--- config.mk ---
export PLATFORM = sky130hd
export DESIGN_NAME = fu_cdb_arb
export DESIGN_NICKNAME = d
export VERILOG_FILES = /design/src/rtl/fu_cdb_arb.sv
export SDC_FILE = /design/constraint.sdc
export NUM_CORES = 1
export LEC_CHECK = 0
export ABC_CLOCK_PERIOD_IN_PS = 5400
export BUFFER_PORTS_ARGS = -buffer_cell sky130_fd_sc_hd__buf_4
export CORE_AREA = 3 3 227 229
export DETAILED_ROUTE_END_ITERATION = 8
export DIE_AREA = 0 0 230 232
export GPL_TIMING_DRIVEN = 1
export SKIP_LAST_GASP = 1
export SLEW_MARGIN = 20
export SYNTH_ARGS = -nofsm -noshare
export SYNTH_HDL_FRONTEND = slang
export SYNTH_SLANG_ARGS = --single-unit
--- constraint.sdc ---
create_clock -name clk -period 5.4 [get_ports clk]
set_input_delay 0.81 -clock clk [delete_from_list [all_inputs] [get_ports clk]]
set_output_delay 0.81 -clock clk [all_outputs]
set_load 0.005 [all_outputs]
--- src/rtl/fu_cdb_arb.sv ---
// Writeback arbiter for the shared CDB / PRF write port / ROB-done port.
// Requester 0 (branch) has priority with bounded starvation; the rest share round-robin.
module fu_cdb_arb #(
   parameter int unsigned N_REQ      = 6,
   parameter int unsigned DATA_W     = 64,
   parameter int unsigned PRF_IDX_W  = 6,
   parameter int unsigned ROB_W      = 6,
   parameter int unsigned BR_MASK_W  = 4,
   parameter int unsigned STARVE_MAX = 3
) (
   input  logic                           clk,
   input  logic                           rst,
   input  logic [N_REQ-1:0]               req_vld_i,
   input  logic [N_REQ-1:0]               req_wr_en_i,
   input  logic [N_REQ*PRF_IDX_W-1:0]     req_tag_i,
   input  logic [N_REQ*DATA_W-1:0]        req_value_i,
   input  logic [N_REQ*ROB_W-1:0]         req_rob_idx_i,
   input  logic [N_REQ*BR_MASK_W-1:0]     req_br_mask_i,
   output logic [N_REQ-1:0]               req_rdy_o,
   input  logic                           rob_br_recovery_i,
   input  logic                           rob_br_pred_correct_i,
   input  logic [BR_MASK_W-1:0]           rob_br_tag_fix_i,
   output logic                           cdb_vld_o,
   output logic [PRF_IDX_W-1:0]           cdb_tag_o,
   output logic [DATA_W-1:0]              cdb_value_o,
   output logic                           rob_done_o,
   output logic [ROB_W-1:0]               rob_idx_o,
   output logic [BR_MASK_W-1:0]           cdb_br_mask_o
);

   localparam int unsigned IDX_W = $clog2(N_REQ);
   localparam int unsigned CNT_W = $clog2(STARVE_MAX + 1);

   logic [N_REQ-1:0]     elig;
   logic                 others_elig;
   logic [N_REQ-1:0]     grant;
   logic                 gnt_any;
   logic                 rr_hit;
   logic [IDX_W-1:0]     gnt_idx;
   logic [BR_MASK_W-1:0] clr_mask;

   logic [IDX_W-1:0]     rr_ptr_q, rr_ptr_d;
   logic [CNT_W-1:0]     starve_q, starve_d;

   logic                 out_vld_q;
   logic                 out_wr_en_q;
   logic [PRF_IDX_W-1:0] out_tag_q;
   logic [DATA_W-1:0]    out_value_q;
   logic [ROB_W-1:0]     out_rob_q;
   logic [BR_MASK_W-1:0] out_mask_q;
   logic                 out_kill;

   always_comb begin
      elig = '0;
      for (int i = 0; i < N_REQ; i++) begin
         elig[i] = req_vld_i[i] &
                   ~(rob_br_recovery_i &
                     (|(req_br_mask_i[i*BR_MASK_W +: BR_MASK_W] & rob_br_tag_fix_i)));
      end
      others_elig = |elig[N_REQ-1:1];
   end

   always_comb begin
      int unsigned idx;
      idx     = 0;
      grant   = '0;
      gnt_any = 1'b0;
      rr_hit  = 1'b0;
      gnt_idx = '0;
      // Nothing is granted while reset is held; requesters keep waiting.
      if (rst) begin
         if (elig[0] && !(starve_q == CNT_W'(STARVE_MAX) && others_elig)) begin
            grant[0] = 1'b1;
            gnt_any  = 1'b1;
         end else begin
            for (int off = 0; off < N_REQ - 1; off++) begin
               idx = int'(rr_ptr_q) + off;
               if (idx > N_REQ - 1) idx = idx - (N_REQ - 1);
               if (!rr_hit && elig[idx]) begin
                  rr_hit  = 1'b1;
                  gnt_idx = IDX_W'(idx);
               end
            end
            grant[gnt_idx] = rr_hit;
            gnt_any        = rr_hit;
         end
      end
   end

   always_comb begin
      rr_ptr_d = rr_ptr_q;
      starve_d = starve_q;
      if (rr_hit) begin
         rr_ptr_d = (gnt_idx == IDX_W'(N_REQ - 1)) ? IDX_W'(1) : gnt_idx + IDX_W'(1);
      end
      if (grant[0] && others_elig) begin
         if (starve_q != CNT_W'(STARVE_MAX)) starve_d = starve_q + CNT_W'(1);
      end else if (rr_hit || !others_elig) begin
         starve_d = '0;
      end
   end

   // Recovery wins over a simultaneous pred_correct, so no bit is cleared then.
   assign clr_mask = (rob_br_pred_correct_i && !rob_br_recovery_i) ? rob_br_tag_fix_i : '0;

   always_ff @(posedge clk or negedge rst) begin
      if (!rst) begin
         rr_ptr_q    <= IDX_W'(1);
         starve_q    <= '0;
         out_vld_q   <= 1'b0;
         out_wr_en_q <= 1'b0;
         out_tag_q   <= '0;
         out_value_q <= '0;
         out_rob_q   <= '0;
         out_mask_q  <= '0;
      end else begin
         rr_ptr_q  <= rr_ptr_d;
         starve_q  <= starve_d;
         out_vld_q <= gnt_any;
         if (gnt_any) begin
            out_wr_en_q <= req_wr_en_i[gnt_idx];
            out_tag_q   <= req_tag_i[gnt_idx*PRF_IDX_W +: PRF_IDX_W];
            out_value_q <= req_value_i[gnt_idx*DATA_W +: DATA_W];
            out_rob_q   <= req_rob_idx_i[gnt_idx*ROB_W +: ROB_W];
            out_mask_q  <= req_br_mask_i[gnt_idx*BR_MASK_W +: BR_MASK_W] & ~clr_mask;
         end else begin
            out_mask_q  <= out_mask_q & ~clr_mask;
         end
      end
   end

   assign out_kill      = rob_br_recovery_i & (|(out_mask_q & rob_br_tag_fix_i));
   assign req_rdy_o     = grant;
   assign cdb_vld_o     = out_vld_q & out_wr_en_q & ~out_kill;
   assign rob_done_o    = out_vld_q & ~out_kill;
   assign cdb_tag_o     = out_tag_q;
   assign cdb_value_o   = out_value_q;
   assign rob_idx_o     = out_rob_q;
   assign cdb_br_mask_o = out_mask_q;

endmodule

# Yosys cells after proc, flatten, opt, wreduce, memory -nomap -nowiden
# Index checks and enable logic that the tools add are counted.
# W data, S select, Z words.
[totals]
register_bits = 87
inputBits = 500
output_inout_bits = 88
[op_classes]
n_addsub = 11
n_mul = 1
n_lt_le_gt_ge = 13
n_eq_ne = 4
shift = 4
mux = 66
bitwise = 34
n_reduce_logical = 27
[op_table]
columns = ["operator", "count"]
rows = [
  ["$mux W32", 15],
  ["$shiftx A384 B10 Y64", 1],
  ["$lt A32 B4 Y1 const B", 5],
  ["$shiftx A36 B7 Y6", 2],
  ["$and A4 B4 Y4", 9],
  ["$mux W3", 10],
  ["$reduce_or A4 Y1", 7],
  ["$mux W1", 27],
  ["$shiftx A24 B6 Y4", 1],
  ["$sub A4 B3 Y5 const B", 4],
  ["$bmux W1 S3", 6],
  ["$and A1 B1 Y1", 16],
  ["$gt A4 B3 Y1 const B", 4],
  ["$logic_and A1 B1 Y1", 9],
  ["$add A3 B2 Y4 const B", 2],
  ["$lt A3 B4 Y1 const B", 2],
  ["$mux W4", 2],
  ["$logic_not A1 Y1", 7],
  ["$not A1 Y1", 7],
  ["$and A6 B6 Y6", 1],
  ["$mux W2", 3],
  ["$mux W6", 1],
  ["$mul A3 B2 Y5 const B", 1],
  ["$mux W5", 1],
  ["other kinds (17)", 17],
]

# Depth between registers and ports, before layout
# Gate-level depths: netlist of the first run.
[logic_depth]
ltp_word = 46
ltp_mapped = 19
depth_no_buf = 15

# Worst setup path after synthesis of the first run
# OpenSTA, ideal clock, no wires.
[synth_path]
path_kind = "reg2out"
startpoint = "register rr_ptr_q[0]"
endpoint = "output port req_rdy_o[1]"
arrival_time_ns = 3.758
t_required_ns = 4.590
slack_ns = 0.832
stages_incl_launch_ff = 17
path_buffers = 3
path_cell_list = "dfstp_2 -> buf_6 -> inv_2 -> ha_1 -> inv_2 -> ha_1 -> a21boi_4 -> mux2i_1 -> nand4_1 -> a41oi_1 -> a2111oi_4 -> nand4_4 -> or2_4 -> a211oi_4 -> buf_8 -> buf_6 -> and2_1"
[synth_between]
elab_chain_cells = 36
elab_cells_between_ends = 77
[synth_lines]
columns = ["item", "line", "source"]
rows = [
  ["start, declared", "42", "logic [IDX_W-1:0] rr_ptr_q, rr_ptr_d;"],
  ["start signal, assigned", "117", "rr_ptr_q <= rr_ptr_d;"],
  ["branches (longest 33 deep; another with $sub A4 B3 Y5)", "-", ""],
  ["$and A6 B6 Y6 (no source line) *", "-", ""],
  ["$mux W5 *", "72", "if (elig[0] && !(starve_q == CNT_W'(STARVE_MAX) && others_elig)) begin"],
  ["$mux W6 *", "71", "if (rst) begin"],
  ["end, declared", "19", "output logic [N_REQ-1:0] req_rdy_o,"],
]
# Mark *: on every way between the ends. The select of a mux whose other input is x is not followed.

# Worst setup path in the final report of the first run
# Same ends and word-level chain as after synthesis.

==> metrics.md, run 1 <==
| Metric | Value |
|---|---|
| Maxcap violations | 0 |
| CP max-delay cell | dfstp_2 |
| Gpl congestion | 0.9705 |
| Clk sinks | 87 |
| CTS H-Tree Depth | 3 |
| First-pass GRT wire length | 65320 um |
| Drt drc | 0 |
| Min-Delay Path Class | input pin to asynchronous set/reset pin |
| Initial Utilization | 16.47% |
| Final clock period utilization by the worst path | 96.04% |
| I/O Pins | 588 |
| Most used DFF post-synth | dfrtp_1 |
| Seq pwr share | 10.8% |
| Pin count of the biggest net entering global routing | 79 |
| Net Count, Synth | 1317 |
| Leading cell type in the layout, fill and taps excluded | buf_4 |
| Critical Path Start Type | flip-flop |
| Register bit total from synthesis | 87 |
| P per Cell Area | 867.6 nW/um^2 |
| DRT iter0 DRCs | 966 |
| Commonest cells after routing, fill and taps aside | buf_4 (625), nand2_1 (103), dfrtp_1 (84) |
| FP Rows | 82 |
| Final min period | 5.186 ns |
| Yosys top cell area share | 26.21% |
| Reg clk slew, reported paths | 0.07 ns |
| Die Area | 53360 sq um |
| Pre-Repair DR Iteration Count | 9 |
| Core ar. | 49860 sq um |
| Pint | 6045 uW |
| Max_slew headroom | 28.38% |
| Layout area overhead | 68.96% |
| Fill cells | 5328 |
| Max-slew violations | 0 |
| Avg WL per Cell | 22.94 um |
| DP HPWL | 36460 um |
| Slew at the pin with the worst max-slew slack | 1.074 ns |
| Clock Path Buffers | 2 |
| Worst vdd ir | 1457 uV |
| Switching share of power | 49.78% |
| CP endpoint kind | primary output |
| F_max | 192.8 MHz |
| Initial antenna violation count | 5 |
| Bufs and invs on worst path | 4 |
| Synth top area cells | dfrtp_1 (26%), mux2_4 (12%), mux2i_1 (9.8%), a222oi_1 (9.5%), o221ai_1 (8.9%) |
| CP Cell Sequence | inv_2 > ha_1 > inv_2 > ha_1 > a21boi_4 > xnor2_1 > nand4_1 > a41oi_4 > a2111oi_4 > nand4_4 > or2_4 > a211oi_4 > buf_12 > and2_2 > buf_4 |
| Clock tree root buffer cell | clkbuf_16 |
| Vias per Instance | 4.912 |
| Syn Inst Count | 804 |
| Arrival time worst endpoint | 4.38 ns |
| GR Util All Layers | 16.28% |
| CTS tree | yes |
| LEAKAGE | 0.006553 uW |
| Final core occ | 27.82% |
| DR WL met3 | 3701 um |
| Final setup vio count | 0 |
| Yosys cell types | 84 |
| Clock share of power | 5.7% |
| Clock Skew | 0.007485 ns |
| Status | complete, no violations |
| Slowest stage delay, CP | 0.54 ns |
| Top sig layer | met5 |
| Die width | 230 um |
| Critical path peak fanout | 11 |
| Worst-Skew Late Latency | 0.37 ns |
| Number of synthesized flops with an enable pin | 0 |
| Worst path top cell family by delay | compound AO/OA/AOI/OAI gates |
| WL met2 | 22960 um |
| Post-Route M1 WL | 18710 um |
| Yosys top cell by area | dfrtp_1 |
| WHS | 0.3905 ns |
| Final Hold Vio Count | 0 |
| Total CTS buffers | 9 |
| Syn_area_per_cell | 10.21 sq um |
| Share of layout cells above drive strength 1 | 56.55% |
| Vias in the first global route | 9971 |
| Layout Nets | 1882 |
| Crit path kind | flip-flop to primary output |
| Psw | 5991 uW |
| Combinational share of power | 83.5% |
| Input/output buffers | 587 |
| Synth warnings | 0 |
| Total Wirelength | 46960 um |
| Post-route ant nets | 0 |
| Async SR Flop Fraction | 100.0% |
| Routed via count | 10054 |
| Die H | 232 um |
| Sequential area share after synthesis | 26.53% |
| GRT overflow | 0 |
| Worst EP required | 4.59 ns |
| Cell Area, Synth | 8210 sq um |
## cell type report
class                   count  area, sq um  share of cell area (%)
inverters                   8        30.03                  0.2165
clock buffers              11        242.7                   1.750
clock inverters             5        56.30                  0.4059
well taps                 672        840.8                   6.061
multi-input cells         627         5597                   40.34
flip-flops and latches     87         2181                   15.72
diodes                      1        2.502                 0.01804
repair buffers            636         4922                   35.48
## power groups by stage
stage               Clock [uW]  Combinational [uW]  Sequential (uW)
floorplan                    0                6630             1260
global placement             0                9600             1300
detailed placement           0                9720             1300
CTS                        721                9730             1300
global route               745               10700             1330
finish                     685               10100             1300
## cells in the mapped netlist (all sizes together) (3+ instances only)
| cell | instances |
|---|---|
| inv | 7 |
| mux2i | 80 |
| nor3 | 7 |
| clkbuf | 34 |
| o211ai | 6 |
| a21o | 4 |
| nor2 | 7 |
| nand3 | 7 |
| nand2 | 104 |
| dfrtp | 86 |
| nand2b | 6 |
| nor2b | 9 |
| a22o | 12 |
| and2 | 7 |
| o221ai | 85 |
| a222oi | 78 |
| xnor2 | 3 |
| a221oi | 3 |
| nand4 | 7 |
| a22oi | 10 |
| a211oi | 4 |
| o21a | 3 |
| buf | 48 |
| ha | 13 |
| o21ai | 21 |
| a21oi | 16 |
| a21boi | 3 |
| mux2 | 85 |
| a31oi | 9 |
## worst paths after layout
check	to	cells after the start	slack (ns)	startpoint
max	req_rdy_o[1]	15	0.21	rr_ptr_q[0]
min	rr_ptr_q[2]	1	0.39	rst
max reg2reg	cdb_value_o[28]	18	0.36	rr_ptr_q[0]
min reg2reg	out_wr_en_q	2	0.49	out_wr_en_q
max in group asynchronous	cdb_value_o[25]	3	3.55	rst
min in group clk	out_wr_en_q	2	0.49	out_wr_en_q
## metal layers
| metal | track usage, % | vias up |
|---|---|---|
| met5 | 0 | - |
| met1 | 20.26 | 4963 |
| met2 | 26.64 | 552 |
| met3 | 4.232 | 77 |
| li1 | - | 4460 |
| met4 | 6.917 | 2 |
## cells by family (layout without fill, tap and decap cells)
kind of cell / after synthesis / count (layout) / synth area share [%]
adders and majority gates: 13 / 13 / 1.981
buffers and inverters: 90 / 660 / 6.675
muxes: 166 / 166 / 24.61
AOI/OAI and AO/OA: 275 / 275 / 29.56
DFF: 87 / 87 / 26.53
xor gates and xnor gates: 4 / 4 / 0.5182
other: 0 / 1 / 0
and+or+nand+nor: 169 / 169 / 10.12
## sequential cells by signal (all words and copies together) (netlist names)
name	count
cdb_value_o	64
cdb_tag_o	6
rob_idx_o	6
cdb_br_mask_o	4
rr_ptr_q	3
starve_q	2
out_vld_q	1
out_wr_en_q	1
## per-stage QoR
step / worst slack (ns) / total power (uW) / std cells / cell area [sq um] / setup TNS (ns)
floorplan: 0.8317 / 7887 / 804 / 8210 / 0
global placement: 0.3455 / 10900 / 2017 / 13360 / 0
detailed placement: 0.2349 / 11010 / 2017 / 13360 / 0
CTS: 0.006754 / 11750 / 2033 / 13680 / 0
global route: -0.02065 / 12760 / 2047 / 13870 / -0.02065
finish: 0.2139 / 12040 / 2047 / 13870 / 0
## repair_timing
item / CTS / global route
gates cloned: 0 / 2
pin swaps: 1 / 4
setup endpoints to repair: 2 / 6
gates resized for setup: 3 / 12
hold buffers: 0 / 0
buffers inserted: 0 / 11
(Power assumes the default switching activity.)
==> run 2: changes to the inputs <==
ABC_CLOCK_PERIOD_IN_PS = 4850   (was 5400)
CELL_PAD_IN_SITES_DETAIL_PLACEMENT = 1   (was unset)
CELL_PAD_IN_SITES_GLOBAL_PLACEMENT = 1   (was unset)
GPL_ROUTABILITY_DRIVEN = 1   (was unset)
PLACE_DENSITY_LB_ADDON = 0.1   (was unset)
clock period = 4.85 ns   (was 5.4 ns; I/O delays follow)
==> run 2 against run 1 <==
  * Sequential share of layout area fell by 0.42 points
  * Clock skew grew 0.0089 ns
  * Clock power is 22% higher
  * Via count shrank 0.12%
==> metrics.md, run 2 (same netlist as run 1, synthesis figures left out) <==
| Metric | Value |
|---|---|
| CP endpoint kind | flip-flop |
| Initial antenna violation count | 10 |
| Reg2reg setup slack | 0.21 ns |
| Layout area overhead | 73.42% |
| Crit path kind | flip-flop to flip-flop |
| GR Util All Layers | 20.97% |
| Max-slew violations | 0 |
| Vias in the first global route | 10839 |
| Fill cells | 5867 |
| Vias per Instance | 4.840 |
| F_max | 215.6 MHz |
| Avg WL per Cell | 28.27 um |
| Worst-Skew Late Latency | 0.38 ns |
| Worst vdd ir | 884.9 uV |
| Pre-CTS setup slack | 0.02092 ns |
| Reg clk slew, reported paths | 0.08 ns |
| Worst EP required | 5.08 ns |
| Critical path peak fanout | 10 |
| Commonest cells after routing, fill and taps aside | buf_4 (635), nand2_1 (103), dfrtp_1 (86) |
| Gpl congestion | 0.8389 |
| Max reg flops | 64 |
| Slew at the pin with the worst max-slew slack | 0.8841 ns |
| FF-to-FF Start | rr_ptr_q[2] |
| CP Cell Sequence | buf_6 > ha_2 > buf_4 > nand2b_4 > a31oi_1 > nand2b_1 > o221ai_2 > a2111oi_4 > nand4_4 > or2_4 > a211oi_4 > buf_6 > buf_12 > buf_4 > mux2_4 > a222oi_1 > o221ai_1 |
| R2R Path End | cdb_value_o[38] |
| Layout Nets | 1903 |
| Worst setup margin | 0.2117 ns |
| LEAKAGE | 0.006721 uW |
| R2R depth | 17 |
| Die width | 230 um |
| Max_slew headroom | 41.06% |
| Drt drc | 0 |
| Bufs and invs on worst path | 5 |
| Worst path top cell family by delay | compound AO/OA/AOI/OAI gates |
| Clock tree root buffer cell | clkbuf_16 |
| Arrival time worst endpoint | 4.86 ns |
| I/O Pins | 588 |
| GRT overflow | 0 |
| CP endpoint | cdb_value_o[38] |
| DRT iter0 DRCs | 813 |
| WHS | 0.4220 ns |
| P per Cell Area | 1004 nW/um^2 |
| Clk sinks | 87 |
| Post-route ant nets | 0 |
| Leading cell type in the layout, fill and taps excluded | buf_4 |
| Final clock period utilization by the worst path | 95.63% |
| Clock Skew | 0.01642 ns |
| Clock Path Buffers | 2 |
| FP Rows | 82 |
| Critical Path Start Type | flip-flop |
| Core ar. | 49860 sq um |
| Pin count of the biggest net entering global routing | 79 |
| Min-Delay Path Class | input pin to asynchronous set/reset pin |
| Total CTS buffers | 9 |
| Crit path from | rr_ptr_q[2] |
| CTS H-Tree Depth | 3 |
| Slowest stage delay, CP | 0.50 ns |
| Crit path depth | 17 |
| Final min period | 4.638 ns |
| Maxcap violations | 0 |
| CP max-delay cell | a2111oi_4 |
| DP HPWL | 46670 um |
| Routed via count | 10042 |
| Share of layout cells above drive strength 1 | 58.06% |
| Register Area | 2178 sq um |
| Status | complete, no violations |
| CTS tree | yes |
| Multi-input gate area | 5674 sq um |
| Input/output buffers | 587 |
| Total Wirelength | 58650 um |
| First-pass GRT wire length | 80650 um |
| Pre-Repair DR Iteration Count | 8 |
| Initial Utilization | 16.47% |
| Hold_buf cts | 0 |
| Final setup vio count | 0 |
| Die H | 232 um |
| Final Hold Vio Count | 0 |
| Die Area | 53360 sq um |
-- run 2: metrics by stage --
| stage | setup TNS [ns] | utilization, % | cells | power (uW) | cell area, sq um |
|---|---|---|---|---|---|
| after detailed placement | 0 | 27.25 | 2040 | 13080 | 13590 |
| final | 0 | 28.56 | 2075 | 14300 | 14240 |
| after global placement | -0.02346 | 27.25 | 2040 | 13100 | 13590 |
| after floorplan | 0 | - | 804 | 8781 | 8210 |
| after CTS | 0 | 28.15 | 2062 | 14240 | 14040 |
| after global routing | -0.0001177 | 28.55 | 2073 | 15330 | 14230 |
-- run 2: cell type report --
type                            instances  area share [%]
Antenna cell                            8          0.1406
Tap cell                              672           5.905
Multi-Input combinational cell        627           39.85
Inverter                                8          0.2285
Sequential cell                        87           15.30
Clock buffer                           11           1.705
Clock inverter                          5          0.5536
Timing Repair Buffer                  657           36.32
-- run 2: worst min path at each step --
stage	slack [ns]	depth (start not counted)	endpoint
4_1_cts	0.42	2	cdb_value_o[24]
3_5_place_dp	0.48	2	cdb_value_o[48]
2_1_floorplan	0.43	0	cdb_br_mask_o[0]
5_1_grt	0.45	2	cdb_value_o[24]
3_3_place_gp	0.47	2	cdb_tag_o[2]
6_report	0.42	2	cdb_value_o[24]
-- run 2: what timing repair did --
item / in CTS / in global routing
pin swaps: 4 / 17
cloned: 1 / 0
endpoints found under the setup margin: 10 / 82
endpoints found under the hold margin: 0 / 0
setup buffers: 5 / 5
resized for setup: 11 / 32
-- run 2: layer usage --
metal / global-route usage [%] / wire length (um) / vias to the layer above
met1: 25.07 / 23500 / 5078
li1: - / - / 4501
met5: 0 / 43 / -
met3: 5.839 / 3811 / 47
met4: 6.002 / 919 / 6
met2: 36.71 / 30380 / 410
-- run 2: power by group --
group / internal, uW / total (uW) / switching [uW]
Combinational: 5580 / 12100 / 6470
Sequential: 1170 / 1410 / 240
Clock: 467 / 835 / 367
